[config.mk]
export PLATFORM = sky130hd
export DESIGN_NAME = memory_dma_copy
export DESIGN_NICKNAME = d
export VERILOG_FILES = /design/src/rtl/memory_dma_copy_pkg.sv /design/src/rtl/memory_dma_copy.sv
export SDC_FILE = /design/constraint.sdc
export NUM_CORES = 1
export LEC_CHECK = 0
export CAP_MARGIN = 0
export CORE_MARGIN = 2
export CORE_UTILIZATION = 30
export DETAILED_ROUTE_END_ITERATION = 10
export GPL_ROUTABILITY_DRIVEN = 0
export GPL_TIMING_DRIVEN = 0
export PLACE_DENSITY = 0.52
export SETUP_SLACK_MARGIN = 0.5
export SYNTH_ARGS = -nofsm -noshare
export SYNTH_HDL_FRONTEND = slang
export SYNTH_SLANG_ARGS = --single-unit
[constraint.sdc]
create_clock -name clk -period 6.28 [get_ports clk]
set_clock_uncertainty 0.05 [all_clocks]
set_input_delay 0.942 -clock clk [delete_from_list [all_inputs] [get_ports clk]]
set_output_delay 0.942 -clock clk [all_outputs]
set_load 0.01 [all_outputs]
[src/rtl/memory_dma_copy_pkg.sv]
// Shared definitions for the port-B block-copy engine: FSM state encoding and
// the base of the memory-mapped IO region (switches on read, LEDs on write).
package memory_dma_copy_pkg;

  typedef enum logic [2:0] {
    ST_IDLE = 3'd0,
    ST_RD   = 3'd1,
    ST_CAP  = 3'd2,
    ST_WR   = 3'd3,
    ST_DONE = 3'd4
  } dma_state_e;

  localparam logic [15:0] IO_BASE = 16'hC000;

endpackage

[src/rtl/memory_dma_copy.sv]
// Word-serial block-copy engine mastering port B of the dual-port memory/IO block.
// Each word takes three clocks: present source address, capture read data, write it.
module memory_dma_copy
  import memory_dma_copy_pkg::*;
#(
  parameter int DATA_WIDTH = 16,
  parameter int ADDR_WIDTH = 16,
  parameter int LEN_WIDTH  = 16
) (
  input  logic                  clk,
  input  logic                  reset,
  input  logic                  start,
  input  logic [ADDR_WIDTH-1:0] src_addr,
  input  logic [ADDR_WIDTH-1:0] dst_addr,
  input  logic [LEN_WIDTH-1:0]  length,
  output logic                  busy,
  output logic                  done,
  output logic [LEN_WIDTH-1:0]  words_left,
  output logic [ADDR_WIDTH-1:0] addrB,
  output logic [DATA_WIDTH-1:0] in_dataB,
  output logic                  weB,
  input  logic [DATA_WIDTH-1:0] out_dataB
);

  dma_state_e            state_q;
  logic [ADDR_WIDTH-1:0] src_q, dst_q, addr_q;
  logic [ADDR_WIDTH-1:0] src_d, dst_d;
  logic [LEN_WIDTH-1:0]  rem_q, rem_d;
  logic [DATA_WIDTH-1:0] data_q;
  logic                  busy_q, done_q, we_q;
  logic                  last_word;

  // Pointers are plain modulo-2**ADDR_WIDTH counters; wrap-around is intended.
  assign src_d     = src_q + ADDR_WIDTH'(1);
  assign dst_d     = dst_q + ADDR_WIDTH'(1);
  assign rem_d     = rem_q - LEN_WIDTH'(1);
  assign last_word = (rem_q == LEN_WIDTH'(1));

  // NOTE: every output comes straight from a flop assigned with <=, so all state
  // updates of one edge see the same pre-edge values and no glitches reach port B.
  always_ff @(posedge clk or posedge reset) begin
    if (reset) begin
      state_q <= ST_IDLE;
      src_q   <= '0;
      dst_q   <= '0;
      addr_q  <= '0;
      rem_q   <= '0;
      data_q  <= '0;
      busy_q  <= 1'b0;
      done_q  <= 1'b0;
      we_q    <= 1'b0;
    end else begin
      unique case (state_q)
        ST_IDLE: begin
          if (start) begin
            src_q  <= src_addr;
            dst_q  <= dst_addr;
            rem_q  <= length;
            busy_q <= 1'b1;
            if (length == '0) begin
              done_q  <= 1'b1;
              state_q <= ST_DONE;
            end else begin
              addr_q  <= src_addr;
              state_q <= ST_RD;
            end
          end
        end
        ST_RD: begin
          state_q <= ST_CAP;
        end
        // addrB stays on the source through CAP so the memory's IO-region mux holds.
        ST_CAP: begin
          data_q  <= out_dataB;
          addr_q  <= dst_q;
          we_q    <= 1'b1;
          state_q <= ST_WR;
        end
        ST_WR: begin
          we_q  <= 1'b0;
          src_q <= src_d;
          dst_q <= dst_d;
          rem_q <= rem_d;
          if (last_word) begin
            done_q  <= 1'b1;
            state_q <= ST_DONE;
          end else begin
            addr_q  <= src_d;
            state_q <= ST_RD;
          end
        end
        ST_DONE: begin
          done_q  <= 1'b0;
          busy_q  <= 1'b0;
          state_q <= ST_IDLE;
        end
        default: state_q <= ST_IDLE;
      endcase
    end
  end

  assign busy       = busy_q;
  assign done       = done_q;
  assign words_left = rem_q;
  assign addrB      = addr_q;
  assign in_dataB   = data_q;
  assign weB        = we_q;

endmodule
==> out/metrics.cfg <==
[status]
status = completed

[floorplan]
die_h_um = 129.1
placementRows = 45
die_area_mm2 = 0.01666
fp.dieW_um = 129.1
coreArea_mm2 = 0.01526
num_io_pins = 118
initial_core_util_pct = 30.75

[cts]
cts_buffers = 9
cts.clk_slew.worst_paths_ns = 0.06
cts_tree = done
cts_root_buf = clkbuf_16
post_cts_buffers = 0
clk_path_buf_depth = 2
cts-hold-fix-buffers = 0
htree_levels = 3
post_cts_resized = 0
clock_latency_ns = 0.35
clkSinkCount = 86

[cells_and_area]
most-common-layout-cells = clkdlybuf4s50_1 (117), dfrtp_1 (86), nor2_1 (49)
final_common_cell = clkdlybuf4s50_1
fin_nets = 691
layout-drive-gt1-share_pct = 9.295
syn2layout_area_growth_pct = 37.52
n_antenna_cell = 0
stdcell_count = 835
num-fill-cells = 1541

[hold_path]
hold_class = flop to flop
whs_path_depth = 2
hold_end = weB$_DFFE_PP0N_
min_from = weB$_DFFE_PP0N_

[timing]
holdWs_ns = 0.4454
hold_violations = 0
fin_tns_setup_ns = 0
period_share_pct = 52.26
relSlewSlack_pct = 17.18
rsz0062_at_grt = false
fin_ws_ns = 2.998
worst_pin_slew_ns = 1.232
period_needed_ns = 3.282
setup_violations = 0
report.final.slew_viol_count = 0
max_freq_mhz = 304.7

[logic_synthesis]
yosysSeqAreaShare_pct = 45.87
synth_edf_count = 0
synth.area.top_cells = dfrtp_1 (46%), mux2_2 (5.5%), nor2_1 (3.9%)
synth_mux_area_share_pct = 8.507
yosys.area.top_type = dfrtp_1
synth-simple-area-share_pct = 21.25
synthCells = 491
yosysUniqueCellTypes = 55
netlist.area_leader.share_pct = 45.87
synth-xor-area-share_pct = 2.613
synth_compound_area_share_pct = 16.83
synthesis.nets = 562
syn-cell-area_mm2 = 0.004692
syn_avg_cell_area_um2 = 9.556
yosys_warnings = 0
synth_top_family_by_area = simple AND/OR/NAND/NOR gates
synthAdderAreaFrac_pct = 1.067
synthFlopType = dfrtp_1
async_reset_ff_share_pct = 100.0
synth-seq-cells = 86

[critical_path]
reg2reg_slack_ns = 3.31
r2r_end = addrB[5]$_DFFE_PP0P_
cpPeakStageDelay_ns = 1.04
critPathArrivalTime_ns = 3.46
worstSetupEndpointType = flop
crit_start = start
path_cells = clkdlybuf4s50_1, nor2b_1, nor2_1, nor4_2, buf_6, mux2_4
critPathRequiredTime_ns = 6.46
r2r-start = state_q[1]$_DFFE_PP0N_
worst-path-max-fanout = 10
start_kind = input pin
r2r_cells = 6
criticalPathCategory = input pin to flop
crit_slowest_cell = nor4_2

[placement]
io_buffers = 117
dp.cells = 820
dp_hpwl_um = 11450
place_ws_ns = 2.537

[drt]
routed-wl-met2_um = 7398
route.met3.wl_um = 633
wl_um = 15580
drtPass1Iterations = 4
ant_nets = 0
drc = 0
vias = 4431
first_iter_violations = 273
routed.top_layer = met4
viasPerCell = 5.307
wl_met1_um = 7211
routedWlPerCell_um = 18.66

[run]
max_cap_viol_count = 0

[grt]
grt_max_degree = 48
grt_pass1_wl_um = 24120
gr-usage-all-layers_pct = 19.21
grt_overflow = 0
grt_pass1_vias = 4341
antenna_found_initial = 0

[power_and_ir_drop]
power.total_mw = 3.274
p_per_area_mw_per_mm2 = 507.5
ir_drop_mv = 0.1859
power.leakage_nw = 2.514

-- final cells by class --
class | count | area (um2) | area share [%]
plain buffers | 31 | 132.6 | 2.055
clock buffers | 13 | 280.3 | 4.344
clock inverters | 2 | 15.01 | 0.2327
inverters | 13 | 51.30 | 0.7950
multi-input cells | 361 | 2359 | 36.55
flip-flops and latches | 86 | 2152 | 33.35
well taps | 211 | 264.0 | 4.092
repair buffers | 118 | 1199 | 18.58
-- worst max-delay path: cells and delay by family --
kind / cells / cell delay, ns
AND/OR/NAND/NOR: 3 / 1.32
multiplexers: 1 / 0.31
buffers and inverters: 2 / 0.88
-- stage by stage --
stage               util (%)  cell area [um2]
finish                 42.29             6452
CTS                    42.29             6452
global placement       40.16             6127
floorplan                  -             4692
global route           42.29             6452
detailed placement     40.35             6157
-- how the worst max path moves through the flow --
stage	end	slack, ns
final	addrB[5]$_DFFE_PP0P_	3.00
after global routing	addrB[5]$_DFFE_PP0P_	2.80
after CTS	addrB[5]$_DFFE_PP0P_	2.91
after detailed placement	addrB[5]$_DFFE_PP0P_	2.54
after global placement	dst_q[12]$_DFFE_PP0P_	1.39
after floorplan	addrB[0]$_DFFE_PP0P_	3.07
-- flip-flops by register name, summed over array words and instances, names as in the netlist --
register,cells
weB,1
state_q,3
dst_q,16
done,1
busy,1
addrB,16
src_q,16
in_dataB,16
words_left,16
-- Yosys cell counts, types with 3 or more instances --
cell type	count
nor3b_1	4
o311ai_0	6
nor4_1	11
nand2_1	42
mux2_4	4
nand4_1	9
nand2b_1	4
a211oi_1	10
nand3_1	25
ha_1	4
or4_1	4
o21a_1	3
inv_1	13
a21o_1	3
a221o_1	3
o22ai_1	8
mux2i_1	8
o211ai_1	12
xnor2_1	9
a22oi_1	3
nor2_1	49
a311oi_1	11
nor3_1	14
mux2_2	23
o21ai_0	23
xor2_1	5
dfrtp_1	86
a21oi_1	26
and3_1	9
clkbuf_1	27
-- metal layers --
metal,global-route usage [%],up-vias
li1,-,2083
met1,27.06,2207
met2,30.22,122
met3,2.642,19
met4,7.225,0
met5,0,-
-- power by group --
group          switching, mW  internal [mW]  leakage [nW]  total, mW
sequential             0.266          0.821         0.987       1.09
combinational          0.844          0.801          1.39       1.65
clock                  0.232          0.310         0.140      0.542
total                   1.34           1.93          2.51       3.27
-- logic make-up after synthesis --
kind of cell / Yosys count
and+or+nand+nor: 191
AOI/OAI and AO/OA: 117
DFF: 86
buffers and inverters: 44
muxes: 35
xor gates and xnor gates: 14
adders and majority gates: 4
Power figures use the tool's default switching activity.
